`config.mk`:
```
export PLATFORM = sky130hd
export DESIGN_NAME = fetch_unit
export DESIGN_NICKNAME = d
export VERILOG_FILES = /design/src/rtl/fetch_unit.sv
export SDC_FILE = /design/constraint.sdc
export NUM_CORES = 1
export LEC_CHECK = 0
export ABC_AREA = 1
export ABC_CLOCK_PERIOD_IN_PS = 2700
export BUFFER_PORTS_ARGS = -buffer_cell sky130_fd_sc_hd__buf_2
export CELL_PAD_IN_SITES_DETAIL_PLACEMENT = 0
export CELL_PAD_IN_SITES_GLOBAL_PLACEMENT = 1
export CORE_UTILIZATION = 35
export DETAILED_ROUTE_END_ITERATION = 7
export PLACE_DENSITY_LB_ADDON = 0.15
export REMOVE_ABC_BUFFERS = 1
export SLEW_MARGIN = 0
export SYNTH_ARGS = -nofsm -noshare
export SYNTH_HDL_FRONTEND = slang
export SYNTH_SLANG_ARGS = --single-unit
export TNS_END_PERCENT = 20
```
`constraint.sdc`:
```
create_clock -name clk -period 2.7 [get_ports clk]
set_input_delay 0.405 -clock clk [delete_from_list [all_inputs] [get_ports clk]]
set_output_delay 0.405 -clock clk [all_outputs]
set_load 0.05 [all_outputs]
```
`src/rtl/fetch_unit.sv`:
```
// Instruction fetch stage: owns the PC, issues word requests to instruction
// memory, and hands {pc, instr} pairs to decode in order over valid/ready.
module fetch_unit #(
  parameter logic [31:0] RESET_PC = 32'h0000_0000,
  parameter int          DEPTH    = 2
) (
  input  logic        clk,
  input  logic        rst_n,
  output logic        imem_req_valid,
  input  logic        imem_req_ready,
  output logic [31:0] imem_req_addr,
  input  logic        imem_rsp_valid,
  input  logic [31:0] imem_rsp_data,
  input  logic        redirect_valid,
  input  logic [31:0] redirect_pc,
  output logic        if_valid,
  input  logic        if_ready,
  output logic [31:0] if_instr,
  output logic [31:0] if_pc
);

  localparam int AW = $clog2(DEPTH);
  localparam int CW = AW + 1;
  localparam int SW = CW + 1;
  localparam logic [SW-1:0] DEPTH_SUM = SW'(DEPTH);
  localparam logic [CW-1:0] DEPTH_CNT = CW'(DEPTH);

  logic [31:0]   r_pc;
  logic [CW-1:0] r_outst;
  logic [CW-1:0] r_stale;
  logic [CW-1:0] r_out_cnt;

  logic [31:0]   r_pq_mem [DEPTH];
  logic [AW-1:0] r_pq_wr;
  logic [AW-1:0] r_pq_rd;

  logic [31:0]   r_oq_pc    [DEPTH];
  logic [31:0]   r_oq_instr [DEPTH];
  logic [AW-1:0] r_oq_wr;
  logic [AW-1:0] r_oq_rd;

  logic          w_pop;
  logic          w_accept;
  logic          w_rsp_drop;
  logic          w_rsp_keep;
  logic [SW-1:0] w_credit_used;
  logic [SW-1:0] w_inflight_sum;
  logic [CW-1:0] w_outst_next;
  logic [31:0]   w_redirect_target;
  logic          w_unused_bits;

  assign if_valid = (r_out_cnt != '0);
  assign if_instr = r_oq_instr[r_oq_rd];
  assign if_pc    = r_oq_pc[r_oq_rd];
  assign w_pop    = if_valid && if_ready;

  // A slot freed by this cycle's decode pop is reusable immediately; without
  // that, DEPTH=2 could not keep one instruction per cycle flowing.
  assign w_inflight_sum = {1'b0, r_outst} + {1'b0, r_out_cnt};
  assign w_credit_used  = w_inflight_sum - SW'(w_pop);

  assign imem_req_valid = rst_n && !redirect_valid && (w_credit_used < DEPTH_SUM);
  assign imem_req_addr  = r_pc;
  assign w_accept       = imem_req_valid && imem_req_ready;

  assign w_rsp_drop   = (r_stale != '0) || redirect_valid;
  assign w_rsp_keep   = imem_rsp_valid && !w_rsp_drop;
  assign w_outst_next = r_outst + CW'(w_accept) - CW'(imem_rsp_valid);

  assign w_redirect_target = {redirect_pc[31:2], 2'b00};
  assign w_unused_bits     = ^redirect_pc[1:0];

  // NOTE: all state uses non-blocking assignments so every register samples
  // the pre-edge values; blocking here would create order-dependent races.
  always_ff @(posedge clk or negedge rst_n) begin
    if (!rst_n) begin
      r_pc      <= RESET_PC;
      r_outst   <= '0;
      r_stale   <= '0;
      r_out_cnt <= '0;
      r_pq_wr   <= '0;
      r_pq_rd   <= '0;
      r_oq_wr   <= '0;
      r_oq_rd   <= '0;
    end else begin
      r_outst <= w_outst_next;
      if (redirect_valid) begin
        r_pc      <= w_redirect_target;
        r_stale   <= w_outst_next;
        r_out_cnt <= '0;
        r_pq_wr   <= '0;
        r_pq_rd   <= '0;
        r_oq_wr   <= '0;
        r_oq_rd   <= '0;
      end else begin
        if (w_accept) begin
          r_pc    <= r_pc + 32'd4;
          r_pq_wr <= r_pq_wr + 1'b1;
        end
        if (imem_rsp_valid && (r_stale != '0)) begin
          r_stale <= r_stale - 1'b1;
        end
        if (w_rsp_keep) begin
          r_pq_rd <= r_pq_rd + 1'b1;
          r_oq_wr <= r_oq_wr + 1'b1;
        end
        if (w_pop) begin
          r_oq_rd <= r_oq_rd + 1'b1;
        end
        r_out_cnt <= r_out_cnt + CW'(w_rsp_keep) - CW'(w_pop);
      end
    end
  end

  // NOTE: the queue storage is reset on purpose so if_instr/if_pc read zero
  // out of reset; it is tiny, so the extra reset fan-out is negligible.
  always_ff @(posedge clk or negedge rst_n) begin
    if (!rst_n) begin
      for (int i = 0; i < DEPTH; i++) begin
        r_pq_mem[i]   <= '0;
        r_oq_pc[i]    <= '0;
        r_oq_instr[i] <= '0;
      end
    end else if (!redirect_valid) begin
      if (w_accept) begin
        r_pq_mem[r_pq_wr] <= r_pc;
      end
      if (w_rsp_keep) begin
        r_oq_pc[r_oq_wr]    <= r_pq_mem[r_pq_rd];
        r_oq_instr[r_oq_wr] <= imem_rsp_data;
      end
    end
  end

  a_rsp_without_request: assert property (@(posedge clk) disable iff (!rst_n)
    imem_rsp_valid |-> (r_outst != '0));
  a_out_queue_overflow: assert property (@(posedge clk) disable iff (!rst_n)
    w_rsp_keep |-> (r_out_cnt != DEPTH_CNT));
  a_stale_bounded: assert property (@(posedge clk) disable iff (!rst_n)
    r_stale <= r_outst);
  a_credit_bounded: assert property (@(posedge clk) disable iff (!rst_n)
    w_inflight_sum <= DEPTH_SUM);

endmodule

```
== Word level (Yosys, flattened, before mapping) ==
Index checks and enable logic that the tools add are counted.

* Add/subtract/negate cells: 12
* Mux-type cells: 29
* Reductions and logical operators: 19
* Bitwise gates (word level): 5
* Magnitude comparators: 7

{| class="wikitable"
|+ Operators by type and width
! kind !! number
|-
| $mux 32 || 13
|-
| $bwmux 64 || 3
|-
| $demux 32 s1 || 2
|-
| $add 32x3->32 const B || 1
|-
| $reduce_bool 2->1 || 6
|-
| $ge 2x2->1 const B || 4
|-
| $logic_and 1x1->1 || 8
|-
| $mux 1 || 8
|-
| $not 1->2 || 4
|-
| $mux 2 || 3
|-
| $add 1x1->1 const B || 4
|-
| $add 2x1->2 || 2
|-
| $lt 2x1->1 const B || 2
|-
| $reduce_and 2->1 || 2
|-
| $sub 2x1->2 || 2
|-
| $add 2x2->3 || 1
|-
| $lt 3x2->1 const B || 1
|-
| $sub 3x1->3 || 1
|-
| $logic_not 1->1 || 2
|-
| $sub 2x1->2 const B || 1
|-
| $logic_or 1x1->1 || 1
|-
| $not 1->1 || 1
|}

* Register bits after elaboration: 234
* Word-level logic and storage cells: 86
* Output and inout port bits: 98

== Logic depth before layout (Yosys ltp) ==
* Word-level depth: 9
* Mapped depth: 18

== Worst setup path before layout ==
No wires, ideal clock.

* Kind: reg-to-reg
* Start point: register r_out_cnt[1]
* End point: register r_stale[1]
* Cell stages (with the launch flop): 19
* Arrival time: 2.950 ns
* Period minus slack after synthesis: 3.064 ns
* Data required time: 2.586 ns
* Library setup time: 0.114 ns
* Setup slack: -0.364 ns
* Cell sequence: dfrtp_1 inv_1 nand2_1 nand2_1 inv_1 nand2_1 o21ai_0 nand2_1 fa_1 xor2_1 nand3b_4 buf_2 ha_1 inv_1 ha_1 xnor2_1 nand2_1 nand3_1 inv_1

* Word-level cells in the longest chain between the ends: 9
* Elaborated cells between the ends (all ways): 10

{| class="wikitable"
|+ Ends and longest elaborated chain
! item !! line !! text
|-
| start: declaration || 31 || <nowiki>logic [CW-1:0] r_out_cnt;</nowiki>
|-
| start signal: assignment || 110 || <nowiki>r_out_cnt <= r_out_cnt + CW'(w_rsp_keep) - CW'(w_pop);</nowiki>
|-
| $reduce_bool 2->1 || 52 || <nowiki>assign if_valid = (r_out_cnt != '0);</nowiki>
|-
| named net if_valid || 16 || <nowiki>output logic if_valid,</nowiki>
|-
| $logic_and 1x1->1 || 55 || <nowiki>assign w_pop = if_valid && if_ready;</nowiki>
|-
| $sub 3x1->3 || 60 || <nowiki>assign w_credit_used = w_inflight_sum - SW'(w_pop);</nowiki>
|-
| $lt 3x2->1 || 62 || <nowiki>assign imem_req_valid = rst_n && !redirect_valid && (w_credit_used < DEPTH_SUM);</nowiki>
|-
| $logic_and 1x1->1 || 62 ||
|-
| $logic_and 1x1->1 || 64 || <nowiki>assign w_accept = imem_req_valid && imem_req_ready;</nowiki>
|-
| $add 2x1->2 || 68 || <nowiki>assign w_outst_next = r_outst + CW'(w_accept) - CW'(imem_rsp_valid);</nowiki>
|-
| $sub 2x1->2 || 68 ||
|-
| $mux 2 || 87 || <nowiki>if (redirect_valid) begin</nowiki>
|-
| end signal: assignment || 89 || <nowiki>r_stale <= w_outst_next;</nowiki>
|-
| end signal: assignment || 101 || <nowiki>r_stale <= r_stale - 1'b1;</nowiki>
|-
| end: declaration || 30 || <nowiki>logic [CW-1:0] r_stale;</nowiki>
|}

The timed path passes the listed nets, and every way through them passes these cells.
A chain may end at the register's enable or synchronous reset.

== Worst setup path after layout ==
* Start point: register r_out_cnt[0]
* End point: register r_out_cnt[1]

* Word-level cells in the longest chain between the ends: 4
* Elaborated cells between the ends (all ways): 5

{| class="wikitable"
|+ Ends and longest elaborated chain
! item !! line
|-
| parallel branches: the longest is 2 deep, another holds $add 2x1->2 || n/a
|-
| $sub 2x1->2 (*) || 110
|-
| $mux 2 (*) || 87
|}

Mark *: on every way between the ends.

==> qor.yml <==
min_path:
  whs_path_depth: 3
  worstHoldStart: "redirect_pc[5]"
  min_to: "imem_req_addr[5]$_DFFE_PN0P_"
  hp-class: "primary input to flop"
floorplan:
  die_area_mm2: 0.0315
  io_pins: 168
  start_util_pct: 36.0
  fp.dieH_um: 178
  rows: 63
  coreArea_mm2: 0.0300
  die_w_um: 178
pwr:
  power.leakage_nw: 6.87
  peakVddDrop_uv: 464
  pwr-share-seq_pct: 35.2
  comb_power_share_pct: 41.5
  intPower_mw: 8.60
  pwr_density_cell_mw_per_mm2: 1180
  swShare_pct: 43.7
  pwr-share-clk_pct: 23.3
  switching_power_mw: 6.66
  power_mw: 15.3
sta:
  worstMarginPinSlew_ns: 1.08
  relSlewSlack_pct: 28.0
  hold_viol: 0
  rsz0062_at_grt: "true"
  setup_viol: 0
  slew_violations: 0
  max_freq_mhz: 374
  min_period_ns: 2.67
  final.setup_skew_ns: 0.0148
  finalCritPeriodShare_pct: 98.9
cts:
  cts-htree-levels: 1
  clk_path_buf_depth: 3
  clkLatencyLatePin_ns: 0.53
  cts_tree: "yes"
  cts_root_buf: "clkbuf_16"
  numCtsBuffers: 27
  cts.clk_slew.worst_paths_ns: 0.05
  cts_sinks: 224
global_route:
  antenna_found_initial: 0
  grt-ovfl-total: 0
  grt_pass1_vias: 8830
  grt_pass1_wl_um: 45500
  grt_max_degree: 123
  track_usage_pct: 18.0
final_layout:
  drive_gt1_share_pct: 16.9
  fin_cells: 1982
  area_growth_pct: 20.2
  design.final.nets: 1652
  postLayoutCoreUtil_pct: 43.3
  finalInstanceArea_mm2: 0.0130
  n_antenna_cell: 0
  mostFrequentLayoutCell: "nand2_1"
  layout_common_cells: "623 x nand2_1, 223 x dfrtp_1, 159 x buf_2, 126 x inv_1, 113 x o21ai_1"
placement:
  dp_hpwl_um: 18400
  io_buffers: 161
  placed_cell_area_mm2: 0.0119
  gp_congestion: 0.819
  placedCellCount: 1919
drt:
  via_per_inst: 4.56
  wire_per_inst_um: 14.0
  dr.pass1.iters: 5
  antenna_left: 0
  drt-total-wl_um: 27700
  num_vias: 9041
  drt_iter0_markers: 599
  route.detailed.drc: 0
synth:
  synthCells: 1413
  ys_seq_area_share_pct: 51.9
  synth_warnings: 0
  synth_area_mm2: 0.0108
  avgSynthCellArea_um2: 7.64
  ys_ff_latch: 224
  yosysUniqueCellTypes: 31
worst_setup_path:
  crit_type: "flop to flop"
  critPathCaptureType: "flop"
  cp_max_fo: 3
  reg2regPathDepth: 19
  r2r-end: "r_out_cnt[1]$_DFF_PN0_"
  cp-startpoint: "r_out_cnt[0]$_DFF_PN0_"
  worst_ep_arrival_time_ns: 3.11
  required_ns: 3.14
  crit_path_start_kind: "flop"
  r2r_start: "r_out_cnt[0]$_DFF_PN0_"
  ff2ff_setup_slack_ns: 0.03
run_status:
  outcome: "finished, final reports clean"
run:
  max-cap-violations: 0
## repair_timing
item | CTS | global route
endpoints found under the setup margin | 2 | 6
pin swaps | 4 | 7
hold endpoints to repair | 7 | 0
gates cloned | 0 | 0
hold buffers | 1 | 0
setup buffers | 12 | 3
resized for setup | 10 | 6
## cell type report
class | count | area (µm²)
sequential | 224 | 5610
multi-input combinational | 983 | 4270
inverter | 135 | 510
timing repair buffer | 203 | 1230
clock buffer | 37 | 733
clock inverter | 10 | 129
tap | 390 | 488
fill | 3134 | 17000
## critical path, cell delays in order (launching register included)
cell and delay, ns:
dfrtp_1 0.39, inv_2 0.08, nand2_2 0.07, nand2_2 0.08
inv_2 0.04, buf_4 0.12, buf_4 0.12, buf_4 0.12
buf_4 0.12, buf_4 0.12, buf_4 0.12, buf_4 0.12
buf_4 0.12, buf_4 0.12, buf_4 0.12, ha_1 0.26
inv_1 0.04, ha_1 0.17, xor2_1 0.15, nor2_1 0.11
## cell usage after synthesis, drive strengths merged
| master | count | share of area [%] |
|---|---|---|
| fa | 1 | 0.19 |
| dfrtp | 224 | 52 |
| nor2 | 50 | 1.9 |
| or2 | 1 | 0.058 |
| nand3b | 1 | 0.19 |
| conb | 1 | 0.035 |
| o21ai | 197 | 9.1 |
| and2 | 2 | 0.12 |
| nand4 | 1 | 0.058 |
| xor2 | 6 | 0.49 |
| buf | 43 | 3.1 |
| clkbuf | 31 | 1.1 |
| inv | 133 | 4.6 |
| clkinv | 2 | 0.081 |
| nand3 | 80 | 3.8 |
| xnor2 | 3 | 0.24 |
| nand2 | 628 | 22 |
| ha | 7 | 0.81 |
| a21oi | 2 | 0.093 |
## power groups by stage
stage          logic (mW)  registers (mW)  clock network, mW
2_1_floorplan        4.15            5.66                  0
6_report             6.34            5.37               3.55
3_3_place_gp         6.09            5.39                  0
4_1_cts              6.33            5.37               3.68
5_1_grt              7.05            5.54               3.80
3_5_place_dp         6.16            5.42                  0
## worst max path at each step
stage                                        end
after global placement    r_stale[1]$_DFFE_PN0P_
after floorplan                      if_instr[0]
after global routing              imem_req_valid
after CTS                         imem_req_valid
final                     r_out_cnt[1]$_DFF_PN0_
after detailed placement  r_stale[1]$_DFFE_PN0P_
## metal layers
metal  global-route usage (%)  up-vias  routed length (µm)
li1                         -     4702                   -
met1                     26.2     4096               14200
met2                     28.4      217               11800
met3                     2.89       26                1270
met4                     3.38        0                 401
met5                        0        -                   0
## sequential cells by signal, indices dropped and copies added, names as in the netlist
| signal | flops |
|---|---|
| r_oq_instr | 64 |
| r_oq_pc | 60 |
| r_pq_mem | 60 |
| imem_req_addr | 30 |
| r_out_cnt | 2 |
| r_outst | 2 |
| r_stale | 2 |
| r_oq_rd | 1 |
| r_oq_wr | 1 |
| r_pq_rd | 1 |
| r_pq_wr | 1 |
## stage by stage
| stage | TNS (ns) | hold WS (ns) | setup slack [ns] |
|---|---|---|---|
| 2_1_floorplan | -50.33 | 0.109 | -0.858 |
| 3_3_place_gp | 0 | 0.226 | 0.0745 |
| 3_5_place_dp | -0.00314 | 0.226 | -0.00314 |
| 4_1_cts | 0 | 0.0723 | 0.00197 |
| 5_1_grt | -0.300 | 0.0928 | -0.128 |
| 6_report | 0 | 0.0975 | 0.0294 |
## cells by family after synthesis
group | synth area share [%]
xor gates and xnor gates | 0.731
AOI/OAI and AO/OA | 9.23
buffers and inverters | 8.91
and+or+nand+nor | 28.2
other | 0.0348
adders and majority gates | 0.997
DFF | 51.9
(Power assumes the default switching activity.)
